`src/rtl/router_pkg.sv`:
```
// Shared definitions for the router output port: header field positions,
// drain FSM state encoding and the default client-stall timeout.
package router_pkg;

   localparam int LEN_MSB  = 7;
   localparam int LEN_LSB  = 2;
   localparam int ADDR_MSB = 1;
   localparam int ADDR_LSB = 0;

   localparam int DEF_TIMEOUT = 30;

   typedef enum logic [1:0] {
      IDLE = 2'd0,
      REQ  = 2'd1,
      SEND = 2'd2
   } state_t;

endpackage

```
`src/rtl/router_out_timer.sv`:
```
// Stall counter for the output port: counts consecutive stalled cycles and
// flags the stalled cycle that brings the count up to TIMEOUT.
module router_out_timer #(
   parameter int TIMEOUT = 30
) (
   input  logic clock,
   input  logic reset,
   input  logic clear,
   input  logic enable,
   output logic expire
);

   localparam int CNT_W = $clog2(TIMEOUT + 1);

   logic [CNT_W-1:0] count;

   // the stalled cycle seeing TIMEOUT-1 is the one that completes the count
   assign expire = enable && (count == CNT_W'(TIMEOUT - 1));

   always_ff @(posedge clock or posedge reset) begin
      if (reset) begin
         count <= '0;
      end else if (clear || expire) begin
         count <= '0;
      end else if (enable) begin
         count <= count + CNT_W'(1);
      end
   end

endmodule

```
`src/rtl/router_out_port.sv`:
```
// Drains one router FIFO byte-by-byte to a valid/ready client, re-framing packets
// from the header length field. Parity checking is built only with ROUTER_OUT_PARITY_CHK_EN.
module router_out_port import router_pkg::*; #(
   parameter int TIMEOUT = DEF_TIMEOUT,
   parameter int LEN_W   = 6
) (
   input  logic       clock,
   input  logic       reset,
   input  logic       fifo_empty,
   input  logic [7:0] fifo_data,
   output logic       fifo_read_enb,
   output logic       fifo_soft_reset,
   output logic [7:0] dest_data,
   output logic       dest_valid,
   input  logic       dest_ready,
   output logic       dest_sop,
   output logic       dest_eop,
   output logic       parity_err,
   output logic       pkt_drop,
   output logic       busy
);

   localparam int RW = LEN_W + 1;

   state_t        state;
   state_t        next_state;
   logic          in_pkt;
   logic [RW-1:0] remaining;
   logic          capture;
   logic          accept;
   logic          stall;
   logic          expire;

   assign capture = (state == REQ);
   assign accept  = (state == SEND) && dest_ready;
   assign stall   = (state == SEND) && !dest_ready;

   router_out_timer #(
      .TIMEOUT (TIMEOUT)
   ) u_timer (
      .clock  (clock),
      .reset  (reset),
      .clear  (!stall),
      .enable (stall),
      .expire (expire)
   );

   always_ff @(posedge clock or posedge reset) begin
      if (reset) begin
         state <= IDLE;
      end else begin
         state <= next_state;
      end
   end

   // REQ always returns to SEND, so two reads are never back to back
   always_comb begin
      next_state = state;
      case (state)
         IDLE: begin
            if (!fifo_empty) begin
               next_state = REQ;
            end
         end
         REQ: begin
            next_state = SEND;
         end
         SEND: begin
            if (dest_ready) begin
               next_state = (!dest_eop && !fifo_empty) ? REQ : IDLE;
            end else if (expire) begin
               next_state = IDLE;
            end
         end
         default: begin
            next_state = IDLE;
         end
      endcase
   end

   always_comb begin
      dest_valid = (state == SEND);
      busy       = in_pkt || (state != IDLE);
   end

   always_ff @(posedge clock or posedge reset) begin
      if (reset) begin
         fifo_read_enb   <= 1'b0;
         fifo_soft_reset <= 1'b0;
         pkt_drop        <= 1'b0;
      end else begin
         fifo_read_enb   <= (next_state == REQ);
         fifo_soft_reset <= expire;
         pkt_drop        <= expire;
      end
   end

   // remaining counts payload bytes still owed plus the trailing parity byte
   always_ff @(posedge clock or posedge reset) begin
      if (reset) begin
         in_pkt    <= 1'b0;
         remaining <= '0;
         dest_data <= '0;
         dest_sop  <= 1'b0;
         dest_eop  <= 1'b0;
      end else begin
         if (capture) begin
            dest_data <= fifo_data;
            if (!in_pkt) begin
               in_pkt    <= 1'b1;
               remaining <= RW'(fifo_data[LEN_MSB:LEN_LSB]) + RW'(1);
               dest_sop  <= 1'b1;
               dest_eop  <= 1'b0;
            end else begin
               dest_sop  <= 1'b0;
               dest_eop  <= (remaining == RW'(1));
            end
         end
         if (accept) begin
            if (dest_eop) begin
               in_pkt <= 1'b0;
            end else if (!dest_sop) begin
               remaining <= remaining - RW'(1);
            end
         end
         if (expire) begin
            in_pkt <= 1'b0;
         end
      end
   end

`ifdef ROUTER_OUT_PARITY_CHK_EN
   logic [7:0] acc;

   // header seeds the accumulator; the parity byte itself is never folded in
   always_ff @(posedge clock or posedge reset) begin
      if (reset) begin
         acc        <= '0;
         parity_err <= 1'b0;
      end else begin
         parity_err <= accept && dest_eop && (dest_data != acc);
         if (capture) begin
            if (!in_pkt) begin
               acc <= fifo_data;
            end else if (remaining != RW'(1)) begin
               acc <= acc ^ fifo_data;
            end
         end
      end
   end
`else
   assign parity_err = 1'b0;
`endif

endmodule

```
`config.mk`:
```
export PLATFORM = sky130hd
export DESIGN_NAME = router_out_port
export DESIGN_NICKNAME = d
export VERILOG_FILES = /design/src/rtl/router_pkg.sv /design/src/rtl/router_out_timer.sv /design/src/rtl/router_out_port.sv
export SDC_FILE = /design/constraint.sdc
export NUM_CORES = 1
export LEC_CHECK = 0
export ABC_AREA = 1
export CORE_MARGIN = 10
export CORE_UTILIZATION = 45
export CTS_CLUSTER_SIZE = 8
export DETAILED_ROUTE_END_ITERATION = 8
export PLACE_DENSITY = 0.72
export SKIP_CTS_REPAIR_TIMING = 1
export SLEW_MARGIN = 40
export SYNTH_ARGS = -nofsm -noshare
export SYNTH_HDL_FRONTEND = slang
export SYNTH_HIERARCHICAL = 1
export SYNTH_SLANG_ARGS = --single-unit
```
`constraint.sdc`:
```
create_clock -name clock -period 1.9 [get_ports clock]
set_input_delay 0.38 -clock clock [delete_from_list [all_inputs] [get_ports clock]]
set_output_delay 0.38 -clock clock [all_outputs]
set_load 0.03 [all_outputs]
```
======== Word-level counts from Yosys, hierarchy flattened ========
Cells that the tools add are included.
storage, ports and cells
  register bits after elaboration ......... 27
  bits in latches ......................... 0
  bits in writable memories ............... 0
  memory bits (read-only) ................. 0
  output and inout bits ................... 16
  logic and storage cells ................. 48
  memories kept ........................... 0
operators by class
  add/subtract/negate cells ............... 3
  $mul .................................... 0
  div/mod/pow operators ................... 0
  $lt $le $gt $ge ......................... 0
  equal/unequal tests ..................... 5
  shifts and indexed selects .............. 0
  mux-type cells .......................... 18
  bitwise logic cells ..................... 0
  reduce and logical (&&, ||, !) cells .... 13
operator list
  kind                   number
  $mux W7                5
  $mux W5                2
  $add A6 B1 Y7 const B  1
  $eq A7 B1 Y1 const B   1
  $mux W1                7
  $sub A7 B1 Y7 const B  1
  $mux W2                3
  $pmux W2 S3            1
  $add A5 B1 Y5 const B  1
  $eq A5 B5 Y1 const B   1
  $eq A2 B1 Y1 const B   2
  $logic_and A1 B1 Y1    4
  $logic_not A1 Y1       4
  $reduce_bool A2 Y1     2
  $eq A2 B2 Y1 const B   1
  $logic_not A2 Y1       1
  $logic_or A1 B1 Y1     2

======== Longest topological paths before layout ========
  depth after elaboration ................. 7
  mapped depth ............................ 9
  mapped depth without buffers ............ 9

======== Cells and area by module ========
Netlist, hierarchy kept.
modules (own cells, without submodules)
  module            instances  cells an instance  area an instance (um2)  seq. area each (um2)
  router_out_port   1          157                1197.4                  550.5
  router_out_timer  1          37                 292.8                   125.1

======== Least setup slack after synthesis ========
OpenSTA, ideal clock, no wires.
  path kind ............................... register to register
  from .................................... register state[0]
  to ...................................... register state[1]
  setup time .............................. 129 ps
  arrival time ............................ 1475 ps
  data required time ...................... 1771 ps
  path slack .............................. 296 ps
  cell stages (with the launch flop) ...... 7
  path through ............................ dfrtp_1 > nor2_4 > inv_1 > nor2_1 > nand3_1 > nor2_1 > o21ai_0
on the way
  longest elaborated chain between the ends .. 6
  elaborated cells between the ends (all ways) .. 8
  classes of those cells .................. 2 x eq/ne; 3 x mux; 3 x reduce/logical
ends and longest elaborated chain
  item                      line                    RTL
  start: declaration        router_out_port.sv:25   state_t state;
  start signal: assignment  router_out_port.sv:52   state <= next_state;
  $eq A2 B2 Y1              --
  named net dest_valid      router_out_port.sv:14   output logic dest_valid,
  $logic_and A1 B1 Y1       router_out_port.sv:36   assign stall = (state == SEND) && !dest_ready;
  named net stall           router_out_port.sv:31   logic stall;
  $logic_and A1 B1 Y1       router_out_timer.sv:18  assign expire = enable && (count == CNT_W'(TIMEOUT - 1));
  named net expire          router_out_port.sv:32   logic expire;
  $mux W2                   router_out_port.sv:71   end else if (expire) begin
  $mux W2                   router_out_port.sv:69   if (dest_ready) begin
  $pmux W2 S3               router_out_port.sv:59   case (state)
  named net next_state[1]   router_out_port.sv:26   state_t next_state;
The timed path passes the listed nets, and every way through them passes these cells.
A chain may end at the register's enable or synchronous reset.

======== Worst setup path after layout ========
  from .................................... register dest_eop
  to ...................................... output port dest_eop
RTL lines
  item                      line                    RTL
  start: declaration        router_out_port.sv:17   output logic dest_eop,
  start signal: assignment  router_out_port.sv:116  dest_eop <= (remaining == RW'(1));
No word-level cell between the ends.

==> metrics.csv <==
stage,metric,value,unit
setup_path,Crit path buffers/inverters,1,
floorplanning,Core ar.,3100,sq um
power,P_sw,684,uW
setup_path,crit path kind,register to output port,
timing,period utilisation layout,95.7,%
power,Combinational Power Share,40.9,%
cts,# clock sinks,27,
timing,Fmax,550,MHz
setup_path,CP arrival,1.44,ns
power,total chip power,1760,uW
setup_path,Worst Setup Start Kind,register,
grt,antenna violations before repair,0,
setup_path,Critical Path Fanout Max,4,
cts,Num CTS Buffers,3,
logic_synthesis,syn_nets,211,
placement,cell count after placement,263,
placement,hpwl dp,2.39,mm
cells_and_area,Fillers,305,
grt,vias in the first global route,1186,
setup_path,Levels on crit path,1,
drt,drt pass-1 iters,4,
setup_path,crit-path max cell delay,0.70,ns
cts,CTS tree,done,
power,Flop pwr share,45.3,%
power,switching part of the total,38.9,%
drt,# DRC,0,
grt,met3 Usage GRT,2.19,%
drt,Routed WL,2.96,mm
drt,vias,1216,
grt,GR peak layer,met2,
cells_and_area,"most common cell after layout, fill and taps aside",nand2_1,
setup_path,Setup crit start,dest_eop$_DFFE_PP0N_,
setup_path,reg2reg setup slack,0.42,ns
grt,largest net degree at the start of global routing,23,
logic_synthesis,unique cell type count in the Yosys netlist,26,
drt,routed len/inst,11.1,um
timing,clock skew,0.00648,ns
logic_synthesis,Synth Register Bits,27,
setup_path,CP required,1.52,ns
min_path,Hold Crit Class,primary input to asynchronous set/reset pin,
floorplanning,die extent in y,77.5,um
power,leakage power,0.000895,uW
logic_synthesis,area of the mapped netlist,1490,sq um
power,internal power,1070,uW
timing,RSZ-0062 raised after global routing,no,
floorplanning,Die Wd,77.5,um
cells_and_area,final std cells w/o fill,267,
logic_synthesis,cell count after synthesis,194,
cts,Root Driver,clkbuf_4,
cts,latest clock arrival within the worst-skew pair,0.32,ns
run_status,status,"finished, final reports clean",
drt,DR vias/cell,4.55,
timing,min cycle time layout,1.82,ns
cells_and_area,n_diodes,0,
logic_synthesis,Yosys warnings,6,
run,max capacitance violation total,0,
drt,post-route ant nets,0,
grt,GR Layer Usage met1,13.7,%
cells_and_area,"commonest non-fill, non-tap cells in the layout","nand2_1, inv_1, dfrtp_1",
power,Max VDD drop,0.291,mV
cts,Clock Path Buffers,2,
setup_path,cell at the slowest stage of the critical path,clkdlybuf4s50_1,
timing,final slew viol count,0,
cts,htree depth,1,
floorplanning,I/O Pins,28,
setup_path,Setup crit end kind,output port,
cells_and_area,fin nets,241,
power,Clk pwr share,13.8,%
power,P per Cell Area,959,nW/um^2
placement,Port Buf Inserts,26,
timing,Final setup violation count,0,
floorplanning,die area,6010,sq um
grt,GRT overflow,0,
logic_synthesis,register area share after synthesis,45.3,%
setup_path,r2r startpoint,state[1]$_DFF_PP0_,
grt,global-route wire length before repair,5.42,mm
timing,Fin. Hold Viols,0,
setup_path,Worst setup endpoint,dest_eop,
grt,GRT Overall Usage,10.5,%
cts,Clock Pin Slew Worst Setup and Hold Paths,0.15,ns
setup_path,Worst path top cell family by delay,buffers and inverters,
logic_synthesis,syn_area_per_cell,7.68,sq um
cells_and_area,Syn-to-layout area delta,23.1,%
grt,met2 GRT Util,16.4,%
placement,Placer Congestion,0.798,
cells_and_area,layout cells sized above 1,6.73,%
setup_path,worst-case reg-to-reg path depth,6,
setup_path,CP Cell Sequence,clkdlybuf4s50_1,
floorplanning,Initial Utilization,48.0,%
setup_path,worst r2r dst,remaining[6]$_DFF_PP0_,
floorplanning,row cnt,20,
drt,Initial DRC Count,43,
-- power by group through the flow --
| stage | logic (uW) | clock network (uW) | registers (uW) |
|---|---|---|---|
| floorplan | 346 | 0 | 933 |
| global placement | 728 | 0 | 801 |
| detailed placement | 732 | 0 | 807 |
| CTS | 736 | 252 | 795 |
| global route | 813 | 277 | 820 |
| finish | 720 | 242 | 797 |
-- state kept, by name, summed over array words and instances (netlist names) --
register / count
dest_data: 8
remaining: 7
u_timer/count: 5
state: 2
dest_eop: 1
dest_sop: 1
fifo_read_enb: 1
in_pkt: 1
pkt_drop: 1
-- metal layers --
layer	vias to the layer above	part of all wire (%)
met1	534	49
met4	0	1.2
met3	2	4.3
li1	655	-
met5	-	0
met2	25	46
-- cells in the mapped netlist --
cell type	n	area, sq um
buf_4	3	22.5
inv_2	1	3.75
ha_1	5	62.6
nor2_2	1	6.26
dfrtp_1	27	676
conb_1	1	3.75
nor2_4	2	22.5
nand2_2	1	6.26
o21ai_0	15	75.1
inv_1	30	113
nand4_1	1	6.26
o21bai_4	1	18.8
nand3_1	13	65.1
nor2_1	24	90.1
nor3_1	3	15.0
o211ai_1	1	7.51
and2_1	1	6.26
nand2_1	50	188
buf_2	1	5.00
o22ai_1	1	6.26
xnor2_1	3	26.3
nand3_2	1	10.0
o21ai_1	1	5.00
xor2_1	3	26.3
a21oi_1	3	15.0
a311oi_1	1	8.76
-- area by class of cell --
cell class | instances | area (sq um) | area share [%]
repair buffers | 29 | 288 | 15.7
inverters | 31 | 116 | 6.34
multi-input cells | 132 | 671 | 36.6
clock inverters | 1 | 5.00 | 0.273
clock buffers | 3 | 22.5 | 1.23
well taps | 44 | 55.1 | 3.00
flip-flops and latches | 27 | 677 | 36.9
-- per-stage QoR --
step | hold slack (ns) | cell area, sq um | setup TNS, ns | setup slack [ns] | util [%]
2_1_floorplan | 0.159 | 1490 | 0 | 0.296 | -
3_3_place_gp | 0.457 | 1800 | 0 | 0.187 | 58.0
3_5_place_dp | 0.463 | 1800 | 0 | 0.172 | 58.0
4_1_cts | 0.269 | 1830 | -0.372 | -0.191 | 58.9
5_1_grt | 0.256 | 1830 | 0 | 0.0118 | 59.1
6_report | 0.261 | 1830 | 0 | 0.0815 | 59.1
-- worst min path at each step --
| stage | depth (start not counted) | end | startpoint | slack [ns] |
|---|---|---|---|---|
| final | 2 | u_timer/count[3]$_DFFE_PP0P_ | reset | 0.26 |
| after global routing | 2 | u_timer/count[2]$_DFFE_PP0P_ | reset | 0.26 |
| after CTS | 2 | u_timer/count[3]$_DFFE_PP0P_ | reset | 0.27 |
| after detailed placement | 2 | dest_data[7]$_DFFE_PP0N_ | dest_data[7]$_DFFE_PP0N_ | 0.46 |
| after global placement | 2 | dest_data[7]$_DFFE_PP0N_ | dest_data[7]$_DFFE_PP0N_ | 0.46 |
| after floorplan | 1 | u_timer/count[0]$_DFFE_PP0P_ | reset | 0.16 |
-- kinds of logic (layout without fill, tap and decap cells) --
group	after synthesis	count (layout)	share of synthesized area, %
AO/OA/AOI/OAI	23	23	9.15
XOR/XNOR	6	6	3.53
adder cells (fa/ha/maj)	5	5	4.20
buffers and inverters	35	64	9.66
flip-flops	27	27	45.3
other	1	1	0.252
AND/OR/NAND/NOR	97	97	27.9
Power figures use the tool's default switching activity.
